<file path="src/rtl/fifo_wr_packer_pkg.sv">
// Shared defaults and types for the FIFO write-side packer.
// The FIFO and its bench use the same word-size defaults.
package fifo_wr_packer_pkg;

  localparam int DEF_DATASIZE = 8;
  localparam int DEF_IN_WIDTH = 4;
  localparam int DEF_CNT_W    = 16;
  localparam int DEF_ADDRSIZE = 4;
  localparam int DEF_MEM_DEPTH = 1 << DEF_ADDRSIZE;

  typedef enum logic [1:0] {
    SKID_IDLE = 2'b00,
    SKID_POP  = 2'b01,
    SKID_PUSH = 2'b10,
    SKID_BOTH = 2'b11
  } skid_op_e;

endpackage

</file>
<file path="src/rtl/fifo_wr_packer_rst_sync.sv">
// Two-flop reset synchroniser: asserts asynchronously, deasserts on the
// second rising clock edge after the raw reset is released.
module rst_sync_2ff (
  input  logic i_clk,
  input  logic i_rst_n,
  output logic o_rst_n
);

  logic meta_q;
  logic sync_q;

  always_ff @(posedge i_clk or negedge i_rst_n) begin
    if (!i_rst_n) begin
      meta_q <= 1'b0;
      sync_q <= 1'b0;
    end else begin
      meta_q <= 1'b1;
      sync_q <= meta_q;
    end
  end

  assign o_rst_n = sync_q;

endmodule

</file>
<file path="src/rtl/fifo_wr_packer.sv">
// Packs narrow input beats into FIFO words, buffers up to two finished words
// and drives the async FIFO write port while honouring its full flag.
module fifo_wr_packer
  import fifo_wr_packer_pkg::*;
#(
  parameter int DATASIZE = DEF_DATASIZE,
  parameter int IN_WIDTH = DEF_IN_WIDTH,
  parameter int CNT_W    = DEF_CNT_W
) (
  input  logic                i_wr_clk,
  input  logic                i_wr_rst_n,
  input  logic                i_s_valid,
  output logic                o_s_ready,
  input  logic [IN_WIDTH-1:0] i_s_data,
  input  logic                i_s_last,
  input  logic                i_full,
  output logic                o_wr_en,
  output logic [DATASIZE-1:0] o_wr_data,
  output logic [CNT_W-1:0]    o_wr_count,
  output logic                o_busy
);

  localparam int RATIO  = DATASIZE / IN_WIDTH;
  localparam int LANE_W = (RATIO > 1) ? $clog2(RATIO) : 1;

  if (((DATASIZE % IN_WIDTH) != 0) || (RATIO < 2)) begin : gBadParams
    $error("fifo_wr_packer: DATASIZE must be a multiple (>=2) of IN_WIDTH");
  end

  logic                rstSyncN;
  logic [LANE_W-1:0]   lane_q, lane_d;
  logic [DATASIZE-1:0] acc_q, acc_d;
  logic [DATASIZE-1:0] beatWord;
  logic [DATASIZE-1:0] head_q, head_d;
  logic [DATASIZE-1:0] tail_q, tail_d;
  logic [1:0]          skidCnt_q, skidCnt_d;
  logic [CNT_W-1:0]    wrCount_q, wrCount_d;
  logic                accept;
  logic                complete;
  logic                push;
  logic                pop;
  skid_op_e            skidOp;

  rst_sync_2ff uRstSync (
    .i_clk   (i_wr_clk),
    .i_rst_n (i_wr_rst_n),
    .o_rst_n (rstSyncN)
  );

  // Ready looks only at buffer occupancy so it never combinationally follows i_full.
  assign o_s_ready  = rstSyncN & (skidCnt_q != 2'd2);
  assign accept     = i_s_valid & o_s_ready;
  assign complete   = i_s_last | (lane_q == LANE_W'(RATIO - 1));
  assign push       = accept & complete;
  assign o_wr_en    = rstSyncN & (skidCnt_q != 2'd0) & ~i_full;
  assign pop        = o_wr_en;
  assign o_wr_data  = head_q;
  assign o_wr_count = wrCount_q;
  assign o_busy     = (lane_q != '0) | (skidCnt_q != 2'd0);
  assign skidOp     = skid_op_e'({push, pop});

  always_comb begin
    beatWord = acc_q;
    beatWord[lane_q*IN_WIDTH +: IN_WIDTH] = i_s_data;
    lane_d = lane_q;
    acc_d  = acc_q;
    if (accept) begin
      if (complete) begin
        lane_d = '0;
        acc_d  = '0;
      end else begin
        lane_d = lane_q + 1'b1;
        acc_d  = beatWord;
      end
    end
  end

  // With a simultaneous push and pop the tail slides into the head first, keeping order.
  always_comb begin
    head_d    = head_q;
    tail_d    = tail_q;
    skidCnt_d = skidCnt_q;
    wrCount_d = wrCount_q;
    if (pop) begin
      wrCount_d = wrCount_q + 1'b1;
    end
    case (skidOp)
      SKID_PUSH: begin
        if (skidCnt_q == 2'd0) begin
          head_d = beatWord;
        end else begin
          tail_d = beatWord;
        end
        skidCnt_d = skidCnt_q + 2'd1;
      end
      SKID_POP: begin
        head_d    = tail_q;
        skidCnt_d = skidCnt_q - 2'd1;
      end
      SKID_BOTH: begin
        if (skidCnt_q == 2'd1) begin
          head_d = beatWord;
        end else begin
          head_d = tail_q;
          tail_d = beatWord;
        end
      end
      default: begin
      end
    endcase
  end

  always_ff @(posedge i_wr_clk or negedge rstSyncN) begin
    if (!rstSyncN) begin
      lane_q    <= '0;
      acc_q     <= '0;
      head_q    <= '0;
      tail_q    <= '0;
      skidCnt_q <= 2'd0;
      wrCount_q <= '0;
    end else begin
      lane_q    <= lane_d;
      acc_q     <= acc_d;
      head_q    <= head_d;
      tail_q    <= tail_d;
      skidCnt_q <= skidCnt_d;
      wrCount_q <= wrCount_d;
    end
  end

endmodule

</file>
<file path="config.mk">
export PLATFORM = sky130hd
export DESIGN_NAME = fifo_wr_packer
export DESIGN_NICKNAME = d
export VERILOG_FILES = /design/src/rtl/fifo_wr_packer_pkg.sv /design/src/rtl/fifo_wr_packer_rst_sync.sv /design/src/rtl/fifo_wr_packer.sv
export SDC_FILE = /design/constraint.sdc
export NUM_CORES = 1
export LEC_CHECK = 0
export CORE_AREA = 10 10 83 85
export CTS_CLUSTER_SIZE = 8
export DETAILED_ROUTE_END_ITERATION = 10
export DIE_AREA = 0 0 93 95
export HOLD_SLACK_MARGIN = 0.08
export PLACE_DENSITY = 0.68
export SYNTH_ARGS = -nofsm -noshare
export SYNTH_HDL_FRONTEND = slang
export SYNTH_SLANG_ARGS = --single-unit
</file>
<file path="constraint.sdc">
create_clock -name i_wr_clk -period 3.35 [get_ports i_wr_clk]
set_input_delay 0.5025 -clock i_wr_clk [delete_from_list [all_inputs] [get_ports i_wr_clk]]
set_output_delay 0.5025 -clock i_wr_clk [all_outputs]
set_load 0.01 [all_outputs]
</file>
Word-level counts from Yosys, hierarchy flattened. Cells that the tools add are included.

Register bits: 45. Input port bits: 9. Output and inout port bits: 27.

Add/sub/neg operators: 5. Eq/ne operators: 8. Shifts and indexed selects: 2. Mux-type cells: 10. Bitwise logic cells: 8. Reductions and logical operators: 7.

Operators by type and width (number): two-way mux 8 bit (5); negation 3 -> 34 bit (1); variable shift 4 x 34 -> 8 bit (first input constant) (1); variable part select 4 x 34 -> 8 bit (1); one-hot mux 8 bit (3 select lines) (1); adder 16 x 1 -> 16 bit (second input constant) (1); one-hot mux 8 bit (2 select lines) (1); bitwise mux 8 bit (1); != test 2 bit (second input constant) (4); nonzero test 2 bit (3); AND 1 bit (5); == test 2 x 1 -> 1 bit (second input constant) (2); == test 2 bit (second input constant) (2); one-hot mux 2 bit (2 select lines) (1); AND reduction 3 bit (1); nonzero test 3 bit (1); adder 2 x 1 -> 2 bit (second input constant) (1); logical NOT 2 bit (1); bitwise OR 1 bit (2); AND reduction 2 bit (1); subtractor 2 x 1 -> 2 bit (second input constant) (1); adder 1 bit (second input constant) (1); two-way mux 1 bit (1); inverter 1 bit (1).

Logic depth before layout (Yosys ltp).
Depth after elaboration: 7. Mapped depth: 12. Mapped depth without buffers: 10.

By module. From an unflattened synthesis, not the netlist that was laid out.

Cells, all modules: 195. Area total of the unflattened synthesis: 2035.7 µm².

Modules (own cells, without submodules): fifo_wr_packer (times used 1, cells each 192, area each 1981.9 µm², sequential area each 1076.0 µm²); rst_sync_2ff (times used 1, cells each 3, area each 53.8 µm², sequential area each 50.0 µm²).

Worst setup path before layout. Ideal clock, no wire load.

Path kind: reg-to-reg. From: register uRstSync.sync_q (netlist: uRstSync.o_rst_n). To: register head_q[4] (netlist: o_wr_data[4]). Data arrival time: 3.188 ns. Slack: 0.085 ns. Cell stages (with the launch flop): 10. Buffers on the path: 1. Clock period less this slack: 3.265 ns. Cell sequence: dfrtp_1 -> nor2b_1 -> nand2_1 -> nor2_1 -> inv_1 -> ha_1 -> a21oi_1 -> clkbuf_1 -> nor2_1 -> a21oi_1.

Cells in the longest elaborated chain, start to end: 6.

Ends and longest elaborated chain: start: declaration (line fifo_wr_packer_rst_sync.sv:10) `logic sync_q;`; start signal: assignment (line fifo_wr_packer_rst_sync.sv:18) `sync_q <= meta_q;`; AND 1 bit * (line fifo_wr_packer.sv:51) `assign o_s_ready = rstSyncN & (skidCnt_q != 2'd2);`; net o_s_ready (line fifo_wr_packer.sv:13) `output logic o_s_ready,`; AND 1 bit * (line fifo_wr_packer.sv:52) `assign accept = i_s_valid & o_s_ready;`; AND 1 bit * (line fifo_wr_packer.sv:54) `assign push = accept & complete;`; == test 2 bit or == test 2 x 1 -> 1 bit (tied branches) (line fifo_wr_packer.sv:87) `case (skidOp)`; != test 2 bit (no source line) or nonzero test 3 bit (tied branches); AND reduction 2 bit (no source line); end signal: assignment (line fifo_wr_packer.sv:117) `head_q <= '0;`; end signal: assignment (line fifo_wr_packer.sv:124) `head_q <= head_d;`; end: declaration (line fifo_wr_packer.sv:34) `logic [DATASIZE-1:0] head_q, head_d;`.

Mark *: on every way through the listed nets, which the timed path passes. The rest lies on a longest branch. A chain may end at the register's enable or synchronous reset.

Final worst setup path.
From: register skidCnt_q[0]. To: output o_wr_en.

Cells in the longest elaborated chain, start to end: 3.

Ends and longest elaborated chain: start: declaration (line fifo_wr_packer.sv:36) `logic [1:0] skidCnt_q, skidCnt_d;`; start signal: assignment (line fifo_wr_packer.sv:126) `skidCnt_q <= skidCnt_d;`; nonzero test 2 bit (line fifo_wr_packer.sv:55) `assign o_wr_en = rstSyncN & (skidCnt_q != 2'd0) & ~i_full;`; AND 1 bit (2 in a row) (line fifo_wr_packer.sv:55); end: declaration (line fifo_wr_packer.sv:17) `output logic o_wr_en,`.

Every way passes these cells.

==> results.cfg <==
[grt]
gr-usage-met1_pct = 11.3
grt_pass1_vias = 1512
grt_first_pass_wirelength_microns = 6930
top_usage_layer = met2
track_usage_pct = 9.67
antenna_found_initial = 0
met3_usage_pct = 2.46
gr-usage-met2_pct = 16.1
grt_max_degree = 32
gr-total-overflow = 0

[worst_setup_path]
cp_max_fo = 8
cp.arrival_ns = 2.38
crit_family = buffers and inverters
max_stage_delay_ns = 0.61
cp.required_ns = 2.85
end_kind = primary output
cp_slowest_cell = clkdlybuf4s50_1
worst-path-buf-inv = 3
cp-start-kind = flop
crit_chain = inv_1 > ha_1 > or3b_1 > inv_1 > clkdlybuf4s50_1
critPathKind = flop to primary output
path_common_cell = inv_1

[drt]
drc = 0
drtIter0Drc = 40
routed_wl_microns = 3900
detail_route.wl_per_cell_microns = 12.6
via_per_inst = 4.59
first_pass_iters = 2
ant_nets = 0
dr_total_vias = 1423

[cells_and_area]
diodes = 0
layout-drive-gt1-share_pct = 7.56
final_core_util_pct = 48.1
seqCellArea_sq_um = 1130
multi_input_comb_area_sq_um = 860
layoutNonFillerInstCount = 310
fill_cells = 522
nets = 254
area_growth_pct = 26.2

[timing]
min_period_ns = 2.89
post-route-period-util_pct = 86.1
fmax_mhz = 347
rsz0062_at_grt = false
final-hold-violation-count = 0
max_slew_margin_pct = 42.1
finClkSkew_ns = 0.00751
holdWs_ns = 0.163
slew_viol_final = 0
finalSetupTns_ns = 0
worstMarginPinSlew_ns = 0.864
setup_viol_count_final = 0

[clock_network]
clk_latency_ns = 0.30
numCtsBuffers = 5
cts_resized = 0
clock_sinks = 45
cts_root_buffer = clkbuf_8
clkTransAtPathRegs_ns = 0.08
cts_tree = built
clock_path_buffers = 2
cts_setup_buffers = 0
cts_max_level = 2
cts_hold_buffers = 0

[logic_synthesis]
synthTopCellsByArea = dfrtp_1, a21oi_1, xnor2_1, ha_1, nand2_1
postSynthAreaPerCell_sq_um = 10.4
syn-instance-count = 195
yosysWarnings = 0
synth.top_cell.area_share_pct = 55.3
synthesis.nets = 212
synth-edff-count = 0
yosys_most_used_dff = dfrtp_1
synth_commonest_cells = dfrtp_1, a21oi_1, nand2_1, nor2_1
synthArstFlopShare_pct = 100
synth_top_area_cell = dfrtp_1
synth.most_common_cell = dfrtp_1
seq_area_frac_synth_pct = 55.3
synth_cell_types = 28
synth_area_sq_um = 2040
synth_seq_cells = 45

[power_and_ir_drop]
p_int_mw = 1.18
vdd_drop_max_mv = 0.308
power_frac_seq_pct = 44.7
swShare_pct = 33.6
total_power_mw = 1.78
pwr-share-clk_pct = 17.9
power.switching_mw = 0.600
power_density_nw_per_um2 = 694
leakage_nw = 1.14
p_comb_share_pct = 37.4

[placed_design]
gp_congestion = 0.821
placedCellCount = 302
dp_hpwl_microns = 3020
port-buffer-count = 35

[floorplanning]
start_util_pct = 38.1
std_cell_rows = 27
core-area_sq_um = 5340
die_width_microns = 93
io_pins = 36
fp.dieH_microns = 95
dieArea_sq_um = 8840

[run]
drv_cap = 0

[hold_path]
hold_class = flop to asynchronous set/reset pin

[outcome]
status = finished clean
power groups by stage:
stage / Combinational (mW) / Sequential, mW / Clock (mW)
after CTS: 0.681 / 0.801 / 0.332
final: 0.667 / 0.797 / 0.320
after detailed placement: 0.677 / 0.812 / 0
after global placement: 0.667 / 0.807 / 0
after global routing: 0.757 / 0.826 / 0.352
after floorplan: 0.347 / 0.837 / 0
cell families after synthesis:
logic type / after synthesis / synth area share (%)
DFF: 45 / 55.3
other: 1 / 0.184
buffers and inverters: 11 / 2.46
adders and majority gates: 8 / 4.92
muxes: 10 / 5.04
xor gates and xnor gates: 17 / 7.31
AOI/OAI and AO/OA: 40 / 10.1
and+or+nand+nor: 63 / 14.7
flip-flops by register name, summed over array words and instances (netlist names):
name / cells
lane_q: 1
uRstSync.o_rst_n: 1
uRstSync.meta_q: 1
skidCnt_q: 2
acc_q: 8
o_wr_data: 8
tail_q: 8
o_wr_count: 16
metal layers:
metal | part of all wire, % | wire length (microns)
met5 | 0 | 0
met4 | 1.9 | 76
met3 | 4.6 | 178
met2 | 48 | 1860
met1 | 46 | 1790
cell type report:
| cell class | count | area share (%) |
|---|---|---|
| Sequential cell | 45 | 43.9 |
| Multi-Input combinational cell | 139 | 33.4 |
| Timing Repair Buffer | 40 | 15.1 |
| Tap cell | 72 | 3.51 |
| Clock buffer | 6 | 2.82 |
| Inverter | 6 | 0.876 |
| Clock inverter | 2 | 0.389 |
per-stage QoR:
step | setup WS, ns | area (sq um)
5_1_grt | 0.177 | 2570
2_1_floorplan | 0.0847 | 2040
3_5_place_dp | 0.502 | 2490
6_report | 0.465 | 2570
4_1_cts | 0.433 | 2570
3_3_place_gp | 0.571 | 2490
layout by cell type, fill, tap and decap left out:
| cell type | n |
|---|---|
| a21oi_1 | 26 |
| and3_1 | 1 |
| and4_1 | 1 |
| buf_4 | 5 |
| clkbuf_1 | 1 |
| clkbuf_8 | 5 |
| clkdlybuf4s50_1 | 35 |
| clkinv_2 | 2 |
| conb_1 | 1 |
| dfrtp_1 | 44 |
| dfrtp_2 | 1 |
| ha_1 | 8 |
| inv_1 | 6 |
| mux2_2 | 2 |
| mux2i_1 | 8 |
| nand2_1 | 26 |
| nand3_1 | 4 |
| nand4_1 | 3 |
| nor2_1 | 16 |
| nor2b_1 | 6 |
| nor3_2 | 1 |
| nor4_1 | 1 |
| o211ai_1 | 1 |
| o21a_1 | 1 |
| o21ai_0 | 12 |
| or2_2 | 1 |
| or2b_1 | 1 |
| or3b_1 | 1 |
| or4_4 | 1 |
| xnor2_1 | 12 |
| xor2_1 | 5 |
final timing paths:
kind	slack (ns)	to	start	cells after the start
max	0.46	o_wr_en	skidCnt_q[0]	5
min	0.16	o_wr_count[0]	uRstSync.o_rst_n	0
max reg2reg	0.56	tail_q[7]	skidCnt_q[0]	9
min reg2reg	0.16	o_wr_count[0]	uRstSync.o_rst_n	0
max in group asynchronous	2.49	tail_q[7]	uRstSync.o_rst_n	1
min in group i_wr_clk	0.36	uRstSync.o_rst_n	uRstSync.meta_q	0
Note: power is estimated with default switching activity, not from simulation.
